`src/rtl/knn_if.sv`:
```
// Stream and result-port bundle between the KNN control FSM and the distance sorter.
// The master drives point pairs and the rank select; the slave returns the selected rank.
interface knn_if #(
  parameter int DATA_W = 32,
  parameter int IDX_W  = 3,
  parameter int DIST_W = 34
);
  logic              i_knn_start;
  logic [DATA_W-1:0] i_knn_test_pt;
  logic [DATA_W-1:0] i_knn_data_pt;
  logic [IDX_W-1:0]  i_res_sel;
  logic [DIST_W-1:0] o_res_dist;
  logic [IDX_W-1:0]  o_res_idx;
  logic              o_knn_valid;

  modport master (
    output i_knn_start, i_knn_test_pt, i_knn_data_pt, i_res_sel,
    input  o_res_dist, o_res_idx, o_knn_valid
  );

  modport slave (
    input  i_knn_start, i_knn_test_pt, i_knn_data_pt, i_res_sel,
    output o_res_dist, o_res_idx, o_knn_valid
  );
endinterface

```
`src/rtl/knn_dist_sorter.sv`:
```
// Squared-distance pipeline feeding an insertion-sorted list of the K nearest points.
// A four-state FSM frames each run of NUM_PTS beats and flags when the list is final.
module knn_dist_sorter #(
  parameter int DATA_W  = 32,
  parameter int COORD_W = 16,
  parameter int NUM_PTS = 8,
  parameter int IDX_W   = 3,
  parameter int K       = 4,
  parameter int DIST_W  = 34
) (
  input  logic  i_clk,
  input  logic  i_rst,
  knn_if.slave  knn
);
  localparam int CNT_W  = IDX_W + 1;
  localparam int RANK_W = (K > 1) ? $clog2(K) : 1;

  typedef enum logic [1:0] {
    ST_IDLE  = 2'd0,
    ST_ACCUM = 2'd1,
    ST_DRAIN = 2'd2,
    ST_DONE  = 2'd3
  } state_t;

  state_t             r_state, w_state_nxt;
  logic [CNT_W-1:0]   r_beat_cnt, w_beat_cnt_nxt;
  logic               r_drain, w_drain_nxt;
  logic               r_valid;
  logic               w_accept, w_abort, w_reinit, w_ins;
  logic [IDX_W-1:0]   w_beat_idx;

  logic [COORD_W-1:0] w_xt, w_yt, w_xd, w_yd, w_dx, w_dy;
  logic               r_s1_vld, r_s2_vld;
  logic [COORD_W-1:0] r_s1_dx, r_s1_dy;
  logic [IDX_W-1:0]   r_s1_idx, r_s2_idx;
  logic [DIST_W-1:0]  r_s2_dist, w_d;

  logic [DIST_W-1:0]  r_dist [K];
  logic [IDX_W-1:0]   r_lidx [K];
  logic [DIST_W-1:0]  w_dist_nxt [K];
  logic [IDX_W-1:0]   w_lidx_nxt [K];
  logic [DIST_W-1:0]  w_up_dist [K];
  logic [IDX_W-1:0]   w_up_idx [K];
  logic [K-1:0]       w_lt, w_prev_lt;
  logic [RANK_W-1:0]  w_rank;

  // State register and run counters
  always_ff @(posedge i_clk) begin
    if (i_rst) begin
      r_state    <= ST_IDLE;
      r_beat_cnt <= '0;
      r_drain    <= 1'b0;
      r_valid    <= 1'b0;
    end else begin
      r_state    <= w_state_nxt;
      r_beat_cnt <= w_beat_cnt_nxt;
      r_drain    <= w_drain_nxt;
      r_valid    <= (w_state_nxt == ST_DONE);
    end
  end

  // Next-state logic; any START=0 before DONE aborts the run
  always_comb begin
    w_state_nxt    = r_state;
    w_beat_cnt_nxt = r_beat_cnt;
    w_drain_nxt    = r_drain;
    w_accept       = 1'b0;
    w_abort        = 1'b0;
    w_reinit       = 1'b0;
    case (r_state)
      ST_IDLE: begin
        if (knn.i_knn_start) begin
          w_reinit       = 1'b1;
          w_accept       = 1'b1;
          w_beat_cnt_nxt = CNT_W'(1);
          w_drain_nxt    = 1'b0;
          w_state_nxt    = (NUM_PTS == 1) ? ST_DRAIN : ST_ACCUM;
        end else begin
          w_state_nxt = ST_IDLE;
        end
      end
      ST_ACCUM: begin
        if (!knn.i_knn_start) begin
          w_abort        = 1'b1;
          w_beat_cnt_nxt = '0;
          w_state_nxt    = ST_IDLE;
        end else if (r_beat_cnt < CNT_W'(NUM_PTS)) begin
          w_accept       = 1'b1;
          w_beat_cnt_nxt = r_beat_cnt + CNT_W'(1);
          if (r_beat_cnt == CNT_W'(NUM_PTS - 1)) begin
            w_drain_nxt = 1'b0;
            w_state_nxt = ST_DRAIN;
          end else begin
            w_state_nxt = ST_ACCUM;
          end
        end else begin
          w_drain_nxt = 1'b0;
          w_state_nxt = ST_DRAIN;
        end
      end
      ST_DRAIN: begin
        if (!knn.i_knn_start) begin
          w_abort        = 1'b1;
          w_beat_cnt_nxt = '0;
          w_state_nxt    = ST_IDLE;
        end else if (r_drain) begin
          w_state_nxt = ST_DONE;
        end else begin
          w_drain_nxt = 1'b1;
        end
      end
      ST_DONE: begin
        if (!knn.i_knn_start) begin
          w_beat_cnt_nxt = '0;
          w_state_nxt    = ST_IDLE;
        end else begin
          w_state_nxt = ST_DONE;
        end
      end
      default: begin
        w_beat_cnt_nxt = '0;
        w_state_nxt    = ST_IDLE;
      end
    endcase
  end

  assign w_beat_idx = (r_state == ST_IDLE) ? '0 : r_beat_cnt[IDX_W-1:0];
  assign w_xt = knn.i_knn_test_pt[DATA_W-1:COORD_W];
  assign w_yt = knn.i_knn_test_pt[COORD_W-1:0];
  assign w_xd = knn.i_knn_data_pt[DATA_W-1:COORD_W];
  assign w_yd = knn.i_knn_data_pt[COORD_W-1:0];
  assign w_dx = (w_xt >= w_xd) ? (w_xt - w_xd) : (w_xd - w_xt);
  assign w_dy = (w_yt >= w_yd) ? (w_yt - w_yd) : (w_yd - w_yt);
  assign w_d  = (DIST_W'(r_s1_dx) * DIST_W'(r_s1_dx)) + (DIST_W'(r_s1_dy) * DIST_W'(r_s1_dy));

  // S1/S2 pipeline registers; abort kills any beat still in flight
  always_ff @(posedge i_clk) begin
    if (i_rst) begin
      r_s1_vld  <= 1'b0;
      r_s1_dx   <= '0;
      r_s1_dy   <= '0;
      r_s1_idx  <= '0;
      r_s2_vld  <= 1'b0;
      r_s2_dist <= '0;
      r_s2_idx  <= '0;
    end else begin
      r_s1_vld  <= w_accept;
      r_s1_dx   <= w_dx;
      r_s1_dy   <= w_dy;
      r_s1_idx  <= w_beat_idx;
      r_s2_vld  <= r_s1_vld && !w_abort;
      r_s2_dist <= w_d;
      r_s2_idx  <= r_s1_idx;
    end
  end

  assign w_ins = r_s2_vld && !w_abort;

  for (genvar g = 0; g < K; g++) begin : g_rank
    assign w_lt[g] = (r_s2_dist < r_dist[g]);
    if (g == 0) begin : g_top
      assign w_up_dist[g] = r_dist[g];
      assign w_up_idx[g]  = r_lidx[g];
    end else begin : g_rest
      assign w_up_dist[g] = r_dist[g-1];
      assign w_up_idx[g]  = r_lidx[g-1];
    end
  end

  // List is ascending, so w_lt is a thermometer; its first set bit is the insert rank
  assign w_prev_lt = w_lt << 1;

  // Insertion: new entry at the first winning rank, worse ranks slide down by one
  always_comb begin
    for (int r = 0; r < K; r++) begin
      w_dist_nxt[r] = r_dist[r];
      w_lidx_nxt[r] = r_lidx[r];
      if (w_reinit) begin
        w_dist_nxt[r] = '1;
        w_lidx_nxt[r] = '0;
      end else if (w_ins && w_prev_lt[r]) begin
        w_dist_nxt[r] = w_up_dist[r];
        w_lidx_nxt[r] = w_up_idx[r];
      end else if (w_ins && w_lt[r]) begin
        w_dist_nxt[r] = r_s2_dist;
        w_lidx_nxt[r] = r_s2_idx;
      end else begin
        w_dist_nxt[r] = r_dist[r];
        w_lidx_nxt[r] = r_lidx[r];
      end
    end
  end

  // Sorted list storage
  always_ff @(posedge i_clk) begin
    if (i_rst) begin
      for (int r = 0; r < K; r++) begin
        r_dist[r] <= '1;
        r_lidx[r] <= '0;
      end
    end else begin
      for (int r = 0; r < K; r++) begin
        r_dist[r] <= w_dist_nxt[r];
        r_lidx[r] <= w_lidx_nxt[r];
      end
    end
  end

  // Rank select clamps to the last kept rank
  always_comb begin
    if (int'(knn.i_res_sel) >= K) begin
      w_rank = RANK_W'(K - 1);
    end else begin
      w_rank = knn.i_res_sel[RANK_W-1:0];
    end
  end

  assign knn.o_res_dist  = r_dist[w_rank];
  assign knn.o_res_idx   = r_lidx[w_rank];
  assign knn.o_knn_valid = r_valid;
endmodule
```
`src/flat_wrapper.sv`:
```
// flat-port wrapper written by rule: the top's interface ports become plain ports
module knn_dist_sorter_flat 
#(
  parameter int DATA_W  = 32,
  parameter int COORD_W = 16,
  parameter int NUM_PTS = 8,
  parameter int IDX_W   = 3,
  parameter int K       = 4,
  parameter int DIST_W  = 34
)
  (i_clk, i_rst, knn_i_knn_start, knn_i_knn_test_pt, knn_i_knn_data_pt, knn_i_res_sel, knn_o_res_dist, knn_o_res_idx, knn_o_knn_valid);
  knn_if #(.DATA_W(DATA_W), .IDX_W(IDX_W), .DIST_W(DIST_W)) knn_i ();
  input  logic i_clk;
  input  logic i_rst;
  input wire logic [$bits(knn_i.i_knn_start)-1:0] knn_i_knn_start;
  input wire logic [$bits(knn_i.i_knn_test_pt)-1:0] knn_i_knn_test_pt;
  input wire logic [$bits(knn_i.i_knn_data_pt)-1:0] knn_i_knn_data_pt;
  input wire logic [$bits(knn_i.i_res_sel)-1:0] knn_i_res_sel;
  output wire logic [$bits(knn_i.o_res_dist)-1:0] knn_o_res_dist;
  output wire logic [$bits(knn_i.o_res_idx)-1:0] knn_o_res_idx;
  output wire logic [$bits(knn_i.o_knn_valid)-1:0] knn_o_knn_valid;
  assign knn_i.i_knn_start = knn_i_knn_start;
  assign knn_i.i_knn_test_pt = knn_i_knn_test_pt;
  assign knn_i.i_knn_data_pt = knn_i_knn_data_pt;
  assign knn_i.i_res_sel = knn_i_res_sel;
  assign knn_o_res_dist = knn_i.o_res_dist;
  assign knn_o_res_idx = knn_i.o_res_idx;
  assign knn_o_knn_valid = knn_i.o_knn_valid;
  knn_dist_sorter #(.DATA_W(DATA_W), .COORD_W(COORD_W), .NUM_PTS(NUM_PTS), .IDX_W(IDX_W), .K(K), .DIST_W(DIST_W)) u_core (.i_clk(i_clk), .i_rst(i_rst), .knn(knn_i));
endmodule
```
`config.mk`:
```
export PLATFORM = sky130hd
export DESIGN_NAME = knn_dist_sorter_flat
export DESIGN_NICKNAME = d
export VERILOG_FILES = /design/src/rtl/knn_if.sv /design/src/rtl/knn_dist_sorter.sv /design/src/flat_wrapper.sv
export SDC_FILE = /design/constraint.sdc
export NUM_CORES = 2
export LEC_CHECK = 0
export BUFFER_PORTS_ARGS = -buffer_cell sky130_fd_sc_hd__buf_2
export CAP_MARGIN = 20
export CORE_ASPECT_RATIO = 1.25
export CORE_MARGIN = 2
export CORE_UTILIZATION = 59
export CTS_CLUSTER_SIZE = 12
export DETAILED_ROUTE_END_ITERATION = 10
export PLACE_DENSITY = 0.79
export SYNTH_ARGS = -nofsm -noshare
export SYNTH_HDL_FRONTEND = slang
export SYNTH_SLANG_ARGS = --single-unit
export TNS_END_PERCENT = 1
```
`constraint.sdc`:
```
create_clock -name i_clk -period 8 [get_ports i_clk]
set_clock_uncertainty 0.15 [all_clocks]
set_input_delay 0 -clock i_clk [delete_from_list [all_inputs] [get_ports i_clk]]
set_output_delay 0 -clock i_clk [all_outputs]
set_load 0.03 [all_outputs]
```
==> metrics.yaml <==
firstDrtPassIters: 5
die_x_microns: 208
diodes: 0
grt_pass1_wl_mm: 128
syn_to_final_growth_pct: 8.47
seq_area_frac_synth: 0.150
place.gp.congestion: 0.925
cts_root_buffer: "clkbuf_16"
netlist_top_cells_area: "fa_1, ha_1, dfxtp_1"
cp-end-kind: "flip-flop"
path_cells: "inv_1 -> nor2_1 -> fa_1 -> ha_1 -> a21o_1 -> fa_1 -> inv_1 -> fa_1 -> inv_1 -> fa_1 -> fa_1 -> fa_1 -> inv_1 -> fa_1 -> inv_1 -> ha_1 -> a21o_1 -> a21o_1 -> a2111oi_0 -> nor3_1 -> a41oi_2 -> o21bai_2 -> a41oi_1 -> mux2_2"
synth_edf_count: 3
tritoncts: "done"
synth_cell_type_count: 79
coreArea_sq_um: 51500
setup_viol: 0
grtUsageTotal: 0.289
fin_area_sq_um: 33400
holdWs_ns: 0.0232
fmax_mhz: 130
dp_hpwl_mm: 59.9
clk_latency_ns: 0.57
syn_inst: 3570
clkTransAtPathRegs_ns: 0.06
grt_max_degree: 77
fin_crit_ns: 7.71
wl_per_cell_microns: 17.7
power_density_nw_per_um2: 413
syn_area_sq_um: 30800
cap_viol_max_count: 0
leakagePower_uw: 0.0185
initial_core_util: 0.598
slew_viol_final: 0
cp.arrival_ns: 8.00
clockBufferDepth: 3
cts_made_buffers: 27
crit_path_start_kind: "flip-flop"
period_share: 0.964
ir_drop_mv: 1.33
slowest_stage: "dfxtp_1"
outcome: "completed"
nNetsFinal: 4497
synth-main-ff-cell: "dfxtp_1"
placed_cell_area_sq_um: 31800
worst_pin_slew_ns: 1.03
crit_top_cell: "fa_1"
hold_path.class: "in2reg"
h-tree-depth: 1
vias: 24900
relSlewSlack: 0.310
syn_avg_cell_area_sq_um: 8.63
place_ws_ns: 0.180
vias_per_cell: 5.75
setup_slack_ns: 0.286
syn_nets: 4416
yosysTopAreaCell: "fa_1"
grt_pass1_vias: 25900
cts.sinks: 229
rows: 93
antenna_left: 0
critPathMaxFanout: 14
grt_antenna_before_repair: 0
hold_viol: 0
die-area_sq_um: 54100
portBuffers: 107
critPathKind: "reg2reg"
required_ns: 8.28
async_reset_ff_frac: 0
drc_errors: 0
drt_iter0_drc: 1479
rsz0062_at_grt: "no"
fp.dieH_microns: 260
grt-ovfl-total: 0
routed_wl_mm: 76.8
fin_setup_tns_ns: 0
most-common-layout-cells: "inv_1, ha_1, fa_1, nand2_1, dfxtp_1"
synth.top_cell.area_share: 0.251
final_layout_size_suffix_gt1_frac: 0.0714
max_stage_delay_ns: 0.62
ys_ff_latch: 229
layout_commonest_cell: "inv_1"
pin_count: 108
yosys_warnings: 0
==> worst paths after layout <==
kind,from,depth (start not counted),end,slack [ns]
setup reg to reg,u_core.r_s1_dy[7],24,u_core.r_s2_dist[24],0.29
hold / removal,knn_i_knn_data_pt[18],7,u_core.r_s1_dx[3],0.02
setup / recovery,u_core.r_s1_dy[7],24,u_core.r_s2_dist[24],0.29
hold reg to reg,u_core.r_s1_vld,1,u_core.r_s2_vld,0.31
==> logic make-up after synthesis <==
kind of cell             after synthesis  share of synthesized area
multiplexers                         109                     0.0363
AO/OA/AOI/OAI                        642                      0.140
AND/OR/NAND/NOR                      865                      0.137
buffers and inverters                897                      0.113
XOR/XNOR                              52                     0.0148
flip-flops                           229                      0.150
adder cells (fa/ha/maj)              776                      0.409
==> final cells by class <==
| type | count | area [sq um] |
|---|---|---|
| Multi-Input combinational cell | 2444 | 22800 |
| Sequential cell | 229 | 4630 |
| Clock buffer | 37 | 753 |
| Fill cell | 4224 | 18100 |
| Inverter | 720 | 2700 |
| Clock inverter | 10 | 96.3 |
| Timing Repair Buffer | 229 | 1640 |
| Tap cell | 665 | 832 |
==> registers in the layout (all words and copies together), names as in the netlist <==
name,cells
u_core.knn.o_knn_valid,1
u_core.r_beat_cnt,4
u_core.r_dist,136
u_core.r_drain,1
u_core.r_lidx,12
u_core.r_s1_dx,16
u_core.r_s1_dy,16
u_core.r_s1_idx,3
u_core.r_s1_vld,1
u_core.r_s2_dist,33
u_core.r_s2_idx,3
u_core.r_s2_vld,1
u_core.r_state,2
==> cells in the mapped netlist, types with 18 or more instances <==
master / count
o21ai_0: 95
nand3_1: 99
a211oi_1: 48
ha_1: 389
fa_1: 387
buf_2: 18
a221oi_1: 35
dfxtp_1: 226
a31oi_1: 46
a21oi_1: 166
a2bb2oi_1: 32
o21ai_1: 31
inv_1: 720
clkbuf_1: 137
nand2_1: 245
nor2b_1: 55
nor3_1: 84
xor2_1: 19
a21o_1: 74
nand4_1: 18
xnor2_1: 33
and2_1: 134
nor2_1: 162
mux2i_1: 87
==> repair_timing <==
item / CTS / global route
resized for setup: 0 / 10
buffers inserted: 0 / 0
hold endpoints to repair: 48 / 0
hold buffers: 72 / 0
endpoints found under the setup margin: 0 / 7
==> through the flow <==
stage,total power (uW),util,instances
after floorplan,9380,-,3570
after global placement,12100,0.617,4214
after detailed placement,12400,0.617,4214
after CTS,13700,0.648,4333
after global routing,15300,0.648,4334
final,13800,0.648,4334
==> worst max-delay path, delay by kind of cell, from the launching register on <==
family	cells	cell delay [ns]
muxes	1	0.35
AOI/OAI and AO/OA	7	1.61
DFF	1	0.62
adders and majority gates	9	4.09
and+or+nand+nor	2	0.35
buffers and inverters	5	0.40
==> layer usage <==
metal | global-route usage | up-vias | part of all wire
met5 | 0 | - | 0
li1 | - | 11800 | -
met4 | 0.151 | 0 | 0.056
met1 | 0.340 | 12100 | 0.39
met2 | 0.525 | 757 | 0.50
met3 | 0.0288 | 232 | 0.050
==> where the power goes <==
part	leakage [uW]	internal [uW]	switching (uW)
combinational	0.0162	4560	6460
clock	0.000422	693	525
sequential	0.00189	1320	269
Note: power is estimated with default switching activity, not from simulation.
